[src/rtl/hub75_capture_if.sv]
// HUB75 serial stream into the capture block and reconstructed pixel writes out of it.
interface hub75_capture_if #(
    parameter int columns  = 32,
    parameter int rows     = 8,
    parameter int bitwidth = 8
);
    localparam int aw = (rows > 1) ? $clog2(rows) : 1;
    localparam int cw = (columns > 1) ? $clog2(columns) : 1;

    logic                    oclk;
    logic                    lat;
    logic                    oe;
    logic [2:0]              rgb;
    logic [aw-1:0]           addr;
    logic                    wr_en;
    logic [aw-1:0]           wr_row;
    logic [cw-1:0]           wr_column;
    logic [3*bitwidth-1:0]   wr_pixel;
    logic                    row_done;
    logic [3:0]              err;

    modport master (
        output oclk, lat, oe, rgb, addr,
        input  wr_en, wr_row, wr_column, wr_pixel, row_done, err
    );

    modport slave (
        input  oclk, lat, oe, rgb, addr,
        output wr_en, wr_row, wr_column, wr_pixel, row_done, err
    );
endinterface

[src/rtl/hub75_capture.sv]
// HUB75 stream receiver: shifts and latches column data, counts on-passes per
// pixel channel, then writes one reconstructed pixel per column for each row.
module hub75_capture #(
    parameter int columns  = 32,
    parameter int rows     = 8,
    parameter int bitwidth = 8
) (
    input  logic           clk,
    input  logic           rst,
    hub75_capture_if.slave bus
);
    localparam int aw   = (rows > 1) ? $clog2(rows) : 1;
    localparam int cw   = (columns > 1) ? $clog2(columns) : 1;
    localparam int scw  = $clog2(columns + 1);
    localparam int pw   = 3 * bitwidth;
    localparam int accw = bitwidth + 1;

    localparam logic [0:0] st_acc  = 1'b0;
    localparam logic [0:0] st_dump = 1'b1;

    localparam logic [scw-1:0]  shift_full  = scw'(columns);
    localparam logic [cw-1:0]   last_col    = cw'(columns - 1);
    localparam logic [accw-1:0] full_passes = {1'b1, {bitwidth{1'b0}}};

    logic [0:0]      state_reg;
    logic            oclk_prev_reg, lat_prev_reg, oe_prev_reg;
    logic [scw-1:0]  shift_cnt_reg, shift_cnt_next;
    logic [2:0]      shift_buf_reg  [columns];
    logic [2:0]      shift_buf_next [columns];
    logic [2:0]      latch_buf_reg  [columns];
    logic [pw-1:0]   sat_pix        [columns];
    logic [accw-1:0] pass_cnt_reg;
    logic [cw-1:0]   dump_col_reg;
    logic [aw-1:0]   row_addr_reg, lat_addr_reg;
    logic            wr_en_reg, row_done_reg;
    logic [aw-1:0]   wr_row_reg;
    logic [cw-1:0]   wr_column_reg;
    logic [pw-1:0]   wr_pixel_reg;
    logic [3:0]      err_reg;

    logic oclk_rise, lat_rise, oe_rise, oe_fall, shift_ok, row_abort, acc_step;

    function automatic logic [bitwidth-1:0] sat(input logic [accw-1:0] v);
        return v[bitwidth] ? '1 : v[bitwidth-1:0];
    endfunction

    assign oclk_rise = bus.oclk & ~oclk_prev_reg;
    assign lat_rise  = bus.lat & ~lat_prev_reg;
    assign oe_rise   = bus.oe & ~oe_prev_reg;
    assign oe_fall   = ~bus.oe & oe_prev_reg;

    assign shift_ok       = oclk_rise && (shift_cnt_reg != shift_full);
    assign shift_cnt_next = shift_ok ? shift_cnt_reg + scw'(1) : shift_cnt_reg;

    // A latch for a different row while passes are pending restarts accumulation.
    assign row_abort = lat_rise && (state_reg == st_acc) && (pass_cnt_reg != '0)
                       && (bus.addr != row_addr_reg);
    assign acc_step  = oe_rise && (state_reg == st_acc) && !row_abort
                       && (pass_cnt_reg != full_passes);

    generate
        for (genvar gi = 0; gi < columns; gi++) begin : g_col
            logic [accw-1:0] acc_r_reg, acc_g_reg, acc_b_reg;
            logic            col_clear;

            assign shift_buf_next[gi] = (shift_ok && shift_cnt_reg == scw'(gi))
                                        ? bus.rgb : shift_buf_reg[gi];
            assign col_clear = row_abort
                               || (state_reg == st_dump && dump_col_reg == cw'(gi));
            assign sat_pix[gi] = {sat(acc_r_reg), sat(acc_g_reg), sat(acc_b_reg)};

            always_ff @(posedge clk) begin
                if (rst || col_clear) begin
                    acc_r_reg <= '0;
                    acc_g_reg <= '0;
                    acc_b_reg <= '0;
                end else if (acc_step) begin
                    acc_r_reg <= acc_r_reg + accw'(latch_buf_reg[gi][2]);
                    acc_g_reg <= acc_g_reg + accw'(latch_buf_reg[gi][1]);
                    acc_b_reg <= acc_b_reg + accw'(latch_buf_reg[gi][0]);
                end
            end
        end
    endgenerate

    // The latch copies the post-shift buffer so a coincident oclk bit is included.
    always_ff @(posedge clk) begin
        if (rst) begin
            for (int i = 0; i < columns; i++) begin
                shift_buf_reg[i] <= '0;
                latch_buf_reg[i] <= '0;
            end
        end else begin
            for (int i = 0; i < columns; i++) begin
                shift_buf_reg[i] <= shift_buf_next[i];
                if (lat_rise) latch_buf_reg[i] <= shift_buf_next[i];
            end
        end
    end

    always_ff @(posedge clk) begin
        if (rst) begin
            state_reg     <= st_acc;
            oclk_prev_reg <= 1'b0;
            lat_prev_reg  <= 1'b0;
            oe_prev_reg   <= 1'b0;
            shift_cnt_reg <= '0;
            pass_cnt_reg  <= '0;
            dump_col_reg  <= '0;
            row_addr_reg  <= '0;
            lat_addr_reg  <= '0;
            wr_en_reg     <= 1'b0;
            row_done_reg  <= 1'b0;
            wr_row_reg    <= '0;
            wr_column_reg <= '0;
            wr_pixel_reg  <= '0;
            err_reg       <= '0;
        end else begin
            oclk_prev_reg <= bus.oclk;
            lat_prev_reg  <= bus.lat;
            oe_prev_reg   <= bus.oe;
            shift_cnt_reg <= lat_rise ? '0 : shift_cnt_next;
            wr_en_reg     <= 1'b0;
            row_done_reg  <= wr_en_reg && (wr_column_reg == last_col);

            if (oclk_rise && shift_cnt_reg == shift_full) err_reg[0] <= 1'b1;
            if (lat_rise) begin
                lat_addr_reg <= bus.addr;
                if (shift_cnt_next != shift_full) err_reg[1] <= 1'b1;
            end
            if (row_abort) err_reg[2] <= 1'b1;
            if (oe_rise && state_reg == st_dump) err_reg[3] <= 1'b1;

            case (state_reg)
                st_acc: begin
                    if (lat_rise && (pass_cnt_reg == '0 || row_abort))
                        row_addr_reg <= bus.addr;
                    if (row_abort)
                        pass_cnt_reg <= '0;
                    else if (acc_step)
                        pass_cnt_reg <= pass_cnt_reg + accw'(1);
                    if (oe_fall && pass_cnt_reg == full_passes && !row_abort) begin
                        state_reg    <= st_dump;
                        dump_col_reg <= '0;
                    end
                end
                default: begin
                    wr_en_reg     <= 1'b1;
                    wr_row_reg    <= row_addr_reg;
                    wr_column_reg <= dump_col_reg;
                    wr_pixel_reg  <= sat_pix[dump_col_reg];
                    dump_col_reg  <= dump_col_reg + cw'(1);
                    // A row latched during the dump becomes the next accumulation row.
                    if (dump_col_reg == last_col) begin
                        state_reg    <= st_acc;
                        pass_cnt_reg <= '0;
                        row_addr_reg <= lat_addr_reg;
                    end
                end
            endcase
        end
    end

    assign bus.wr_en     = wr_en_reg;
    assign bus.wr_row    = wr_row_reg;
    assign bus.wr_column = wr_column_reg;
    assign bus.wr_pixel  = wr_pixel_reg;
    assign bus.row_done  = row_done_reg;
    assign bus.err       = err_reg;
endmodule
[src/flat_wrapper.sv]
// flat-port wrapper written by rule: the top's interface ports become plain ports
module hub75_capture_flat 
#(
    parameter int columns  = 32,
    parameter int rows     = 8,
    parameter int bitwidth = 8
)
  (clk, rst, bus_oclk, bus_lat, bus_oe, bus_rgb, bus_addr, bus_wr_en, bus_wr_row, bus_wr_column, bus_wr_pixel, bus_row_done, bus_err);
  hub75_capture_if #(.columns(columns), .rows(rows), .bitwidth(bitwidth)) bus_i ();
  input  logic clk;
  input  logic rst;
  input wire logic [$bits(bus_i.oclk)-1:0] bus_oclk;
  input wire logic [$bits(bus_i.lat)-1:0] bus_lat;
  input wire logic [$bits(bus_i.oe)-1:0] bus_oe;
  input wire logic [$bits(bus_i.rgb)-1:0] bus_rgb;
  input wire logic [$bits(bus_i.addr)-1:0] bus_addr;
  output wire logic [$bits(bus_i.wr_en)-1:0] bus_wr_en;
  output wire logic [$bits(bus_i.wr_row)-1:0] bus_wr_row;
  output wire logic [$bits(bus_i.wr_column)-1:0] bus_wr_column;
  output wire logic [$bits(bus_i.wr_pixel)-1:0] bus_wr_pixel;
  output wire logic [$bits(bus_i.row_done)-1:0] bus_row_done;
  output wire logic [$bits(bus_i.err)-1:0] bus_err;
  assign bus_i.oclk = bus_oclk;
  assign bus_i.lat = bus_lat;
  assign bus_i.oe = bus_oe;
  assign bus_i.rgb = bus_rgb;
  assign bus_i.addr = bus_addr;
  assign bus_wr_en = bus_i.wr_en;
  assign bus_wr_row = bus_i.wr_row;
  assign bus_wr_column = bus_i.wr_column;
  assign bus_wr_pixel = bus_i.wr_pixel;
  assign bus_row_done = bus_i.row_done;
  assign bus_err = bus_i.err;
  hub75_capture #(.columns(columns), .rows(rows), .bitwidth(bitwidth)) u_core (.clk(clk), .rst(rst), .bus(bus_i));
endmodule
[config.mk]
export PLATFORM = sky130hd
export DESIGN_NAME = hub75_capture_flat
export DESIGN_NICKNAME = d
export VERILOG_FILES = /design/src/rtl/hub75_capture_if.sv /design/src/rtl/hub75_capture.sv /design/src/flat_wrapper.sv
export SDC_FILE = /design/constraint.sdc
export NUM_CORES = 2
export LEC_CHECK = 0
export BUFFER_PORTS_ARGS = -buffer_cell sky130_fd_sc_hd__buf_4
export CORE_ASPECT_RATIO = 0.75
export CORE_MARGIN = 8
export CORE_UTILIZATION = 45
export CTS_BUF_LIST = sky130_fd_sc_hd__clkbuf_4
export CTS_CLUSTER_SIZE = 16
export DETAILED_ROUTE_END_ITERATION = 10
export PLACE_DENSITY = 0.69
export SYNTH_ARGS = -nofsm -noshare
export SYNTH_HDL_FRONTEND = slang
export SYNTH_SLANG_ARGS = --single-unit
[constraint.sdc]
create_clock -name clk -period 6.92 [get_ports clk]
set_input_delay 0.692 -clock clk [delete_from_list [all_inputs] [get_ports clk]]
set_output_delay 0.692 -clock clk [all_outputs]
set_load 0.02 [all_outputs]
== Word level (Yosys, flattened, before mapping) ==
Memory sizes are Yosys's and may differ from the RTL's.
Index checks and enable logic that the tools add are counted.

* Flip-flop bits (word level): 932
* Bits in writable memories: 192
* Input bits: 11
* Output and inout bits: 38
* Logic and storage cells: 729
* Memories: 2

* Add/sub/neg operators: 99
* $lt $le $gt $ge: 1
* Eq/ne operators: 70
* Mux-type cells: 215
* Bitwise logic cells: 74
* Reductions and logical operators: 154

{| class="wikitable"
|+ Memory list
! memory !! words !! bits a word !! rd ports !! clocked after Yosys merged registers in !! wr ports !! RTL line !! text
|-
| u_core.latch_buf_reg || 32 || 3 || 32 || 0 || 32 || hub75_capture.sv:30 || <nowiki>logic [2:0] latch_buf_reg [columns];</nowiki>
|-
| u_core.shift_buf_reg || 32 || 3 || 32 || 0 || 32 || hub75_capture.sv:28 || <nowiki>logic [2:0] shift_buf_reg [columns];</nowiki>
|}

{| class="wikitable"
|+ Operators by type and width
! cell !! count
|-
| $add A9 B1 Y9 || 96
|-
| $mux W8 || 96
|-
| $mux W3 || 99
|-
| $bmux W24 S5 || 1
|-
| $eq A6 B5 Y1 const B || 16
|-
| $eq A5 B5 Y1 const B || 17
|-
| $logic_and A1 B1 Y1 || 77
|-
| $logic_or A1 B1 Y1 || 65
|-
| $or A1 B1 Y1 || 64
|-
| $eq A6 B4 Y1 const B || 8
|-
| $mux W24 || 2
|-
| $eq A5 B4 Y1 const B || 8
|-
| $mux W9 || 4
|-
| $eq A6 B3 Y1 const B || 4
|-
| $eq A5 B3 Y1 const B || 4
|-
| $eq A6 B2 Y1 const B || 2
|-
| $ne A6 B6 Y1 const B || 2
|-
| $eq A5 B2 Y1 const B || 2
|-
| $mux W1 || 10
|-
| $mux W5 || 2
|-
| $add A9 B1 Y9 const B || 1
|-
| $eq A9 B9 Y1 const B || 1
|-
| $logic_not A9 Y1 || 1
|-
| $ne A9 B9 Y1 const B || 1
|-
| 20 further kinds || 30
|}

== Logic depth before layout (Yosys ltp) ==
* Depth in word-level cells: 11
* Mapped depth: 12
* Depth with buffers taken out: 8

== Worst setup path before layout ==
No wires, ideal clock.

* Path type: input to register
* Start: input port rst
* End: memory u_core.latch_buf_reg[0][0], enable pin
* Library setup time: 0.496 ns
* Arrival: 3.809 ns
* Required time: 6.424 ns
* Setup slack: 2.615 ns
* Stages: 3
* Buffers on the path: 2
* Cells stage by stage: clkbuf_1 nand2b_1 clkbuf_1

{| class="wikitable"
|+ RTL lines
! item !! RTL line !! text
|-
| start: declaration || flat_wrapper.sv:11 || <nowiki>input logic rst;</nowiki>
|-
| end: declaration || hub75_capture.sv:30 ||
|}

== Final worst setup path ==
* Start: register u_core.state_reg
* End: register u_core.g_col[29].acc_r_reg[3]

* Longest elaborated chain between the ends: 7
* Elaborated cells on any way between the ends: 11
* Classes of those cells: bitwise: 1; reduce/logical: 10

{| class="wikitable"
|+ Ends and longest elaborated chain
! item !! RTL line !! text
|-
| start: declaration || hub75_capture.sv:25 || <nowiki>logic [0:0] state_reg;</nowiki>
|-
| start signal: assignment || hub75_capture.sv:103 || <nowiki>state_reg <= st_acc;</nowiki>
|-
| start signal: assignment || hub75_capture.sv:143 || <nowiki>state_reg <= st_dump;</nowiki>
|-
| start signal: assignment || hub75_capture.sv:155 || <nowiki>state_reg <= st_acc;</nowiki>
|-
| $not A1 Y1 || hub75_capture.sv:56, hub75_capture.sv:58 ||
|-
| $logic_and A1 B1 Y1 (2 in series) || hub75_capture.sv:56 || <nowiki>assign row_abort = lat_rise && (state_reg == st_acc) && (pass_cnt_reg != '0)</nowiki>
|-
| $logic_and A1 B1 Y1 || hub75_capture.sv:57 || <nowiki>&& (bus.addr != row_addr_reg);</nowiki>
|-
| $logic_not A1 Y1 || hub75_capture.sv:58 || <nowiki>assign acc_step = oe_rise && (state_reg == st_acc) && !row_abort</nowiki>
|-
| $logic_and A1 B1 Y1 || hub75_capture.sv:58 ||
|-
| $logic_and A1 B1 Y1 || hub75_capture.sv:59 || <nowiki>&& (pass_cnt_reg != full_passes);</nowiki>
|-
| end signal: assignment || hub75_capture.sv:78 || <nowiki>acc_r_reg <= acc_r_reg + accw'(latch_buf_reg[gi][2]);</nowiki>
|-
| end: declaration || hub75_capture.sv:63 || <nowiki>logic [accw-1:0] acc_r_reg, acc_g_reg, acc_b_reg;</nowiki>
|}

Parallel ways exist; a longest one is shown, timed or not.
A chain may end at the register's enable or synchronous reset.

==> impl_metrics.py <==
metrics = {
    "setup_path": {
        "crit_chain": "buf_4 > nor3b_1 > o31ai_2 > buf_4 > o21ai_4 > buf_4 > buf_4 > or3_1 > xor2_1 > nor2_1",
        "endpoint_kind": "flip-flop",
        "start_kind": "flip-flop",
        "slowest_delay_ns": 0.94,
        "cp.buffers_inverters": 4,
        "critPathTopFamily": "buffers and inverters",
        "crit_slowest_cell": "o21ai_4",
        "worstPathArrival_ns": 5.11,
        "path_max_fanout": 44,
        "critPathKind": "reg -> reg",
        "cp_common_cell": "buf_4",
        "required_ns": 7.94,
    },
    "global_route": {
        "grt-busiest-layer": "met1",
        "grt_util_met2_pct": 34.8,
        "grt_pass1_vias": 45377,
        "track_usage_pct": 25.5,
        "grt_use_met1_pct": 36.1,
        "antenna_found_initial": 16,
        "grt_pass1_wl_um": 273000,
        "use_met3_pct": 8.98,
        "grt_start_max_net_pins": 141,
        "grt_remaining_overflow": 0,
    },
    "clock_network": {
        "clk_latency_ns": 1.24,
        "cts.sinks": 1124,
        "numCtsBuffers": 306,
        "h-tree-depth": 5,
        "post_cts_resized": 0,
        "clk_path_buf_depth": 4,
        "tritoncts": "built",
        "clk_pin_slew_worst_paths_ns": 0.07,
        "cts_root_buf": "clkbuf_4",
    },
    "floorplanning": {
        "chipWidth_um": 423,
        "io_pins": 49,
        "initial_core_util_pct": 45.2,
        "rows": 112,
        "core_mm2": 0.124,
        "die_h_um": 321,
        "dieArea_mm2": 0.136,
    },
    "timing": {
        "hold_viol": 0,
        "slew_violations": 0,
        "fmaxAchievable_mhz": 245,
        "setup_viol": 0,
        "slew-limit-headroom_pct": 12.1,
        "worst_clock_skew_ns": 0.0577,
        "setup_tns_ns": 0,
        "fin_crit_ns": 4.08,
        "worstMarginPinSlew_ns": 1.31,
        "rsz0062_at_grt": "no",
        "period_share_pct": 59.0,
        "fin_ws_ns": 2.84,
    },
    "synth": {
        "async_reset_ff_share_pct": 0,
        "seq_area_frac_synth_pct": 41.9,
        "yosysMostFrequentCell": "nor2_1",
        "syn-cell-area_mm2": 0.0560,
        "synth_seq_cells": 1124,
        "syn_inst": 6684,
        "synth-edff-count": 96,
        "yosysWarnings": 0,
        "synth_commonest_cells": "nor2_1, dfxtp_1, nand2_1",
        "synth_nets": 6899,
        "synth_cell_types": 70,
        "synth_area_leader_cell": "dfxtp_1",
        "yosysTopAreaCellShare_pct": 36.8,
        "synth_ff_type": "dfxtp_1",
        "synth_top_cells_by_area": "dfxtp_1, nor2_1, xor2_1",
        "syn_area_per_cell_um2": 8.38,
    },
    "drt": {
        "drt_wl_total_um": 181000,
        "ant_nets": 0,
        "vias": 50204,
        "first_pass_iters": 8,
        "vias_per_cell": 5.89,
        "drtIter0Drc": 5866,
        "wl_per_cell_um": 21.3,
        "drc": 0,
    },
    "hold_path": {
        "hp-class": "in -> reg",
    },
    "power_and_ir_drop": {
        "p_leak_nw": 22.3,
        "ir_drop_uv": 131,
        "finalPower_mw": 13.2,
        "power.density_mw_per_mm2": 217,
    },
    "place": {
        "portBuffers": 48,
        "place_ws_ns": 2.95,
        "place.gp.congestion": 1.03,
        "dpl.cell_count": 8001,
        "place_area_mm2": 0.0572,
        "dp_hpwl_um": 124000,
    },
    "status": {
        "status": "completed",
    },
    "run": {
        "maxCapViolCount": 0,
    },
    "final_layout": {
        "final_cell_count_no_fill": 8529,
        "syn_to_final_growth_pct": 9.04,
        "final_nets": 6881,
        "layout-drive-gt1-share_pct": 9.91,
        "design_area_mm2": 0.0611,
    },
}
[cells by family (layout without fill, tap and decap cells)]
logic type	Yosys count	in the layout	synth area share, %
multiplexers	127	127	2.86
AO/OA/AOI/OAI	831	831	10.1
AND/OR/NAND/NOR	3217	3217	26.4
buffers and inverters	517	703	3.79
other	0	6	0
XOR/XNOR	664	664	10.4
adder cells (fa/ha/maj)	204	204	4.56
flip-flops	1124	1124	41.9
[routing by layer]
metal / vias to the layer above / routed length [um]
met5: - / 17
met4: 2 / 7020
met3: 407 / 24400
met2: 2503 / 71300
met1: 23840 / 78600
li1: 23452 / -
[worst reg2reg max path, cell delays in order, from the launching register on]
cell and delay [ns]:
dfxtp_1 0.46, buf_4 0.30, nor3b_1 0.43, o31ai_2 0.12, buf_4 0.24, o21ai_4 0.96, buf_4 0.42, buf_4 0.51
or3_1 0.25, xor2_1 0.16, nor2_1 0.05
[cell type report]
cell class | instances | area [um^2]
diodes | 6 | 15.0
clock buffers | 466 | 3500
clock inverters | 46 | 226
fillers | 11954 | 62800
inverters | 62 | 234
multi-input cells | 5043 | 30500
flip-flops and latches | 1124 | 23500
well taps | 1653 | 2070
repair buffers | 129 | 1080
[cell usage in the layout (no fill, tap or decap), drive strengths merged, types with 63 or more instances in the layout]
cell type / instances
xor2: 482
o21ai: 77
nor3: 410
nor2: 1197
dfxtp: 1028
mux2i: 99
or3: 95
xnor2: 182
a21oi: 407
edfxtp: 96
ha: 204
clkbuf: 466
a211oi: 108
nand4: 353
inv: 63
nand3: 170
nand2: 719
buf: 119
and3: 123
[stage by stage]
stage          utilization, %  hold slack (ns)
2_1_floorplan               -            0.436
6_report                 49.3            0.257
5_1_grt                  49.3            0.267
3_3_place_gp             46.2            0.450
4_1_cts                  49.3            0.136
3_5_place_dp             46.2            0.460
[timing repair]
| item | CTS | global route |
|---|---|---|
| buffers inserted | 0 | 0 |
| endpoints found under the hold margin | 54 | 0 |
| hold buffers | 10 | 0 |
[report_power, final]
part	total, mW	internal (mW)	leakage, nW	switching, mW
clock network	5.90	3.12	2.25	2.79
registers	6.68	6.63	9.34	0.0521
logic	0.665	0.120	10.7	0.545
[worst paths after layout]
kind,from,end,slack (ns),depth (start not counted)
setup / recovery,u_core.state_reg,u_core.g_col[29].acc_r_reg[3],2.84,10
hold / removal,bus_oclk,u_core.oclk_prev_reg,0.26,3
setup reg to reg,u_core.state_reg,u_core.g_col[29].acc_r_reg[3],2.84,10
hold reg to reg,u_core.shift_buf_reg[28][1],u_core.shift_buf_reg[28][1],0.46,2
(Power assumes the default switching activity.)
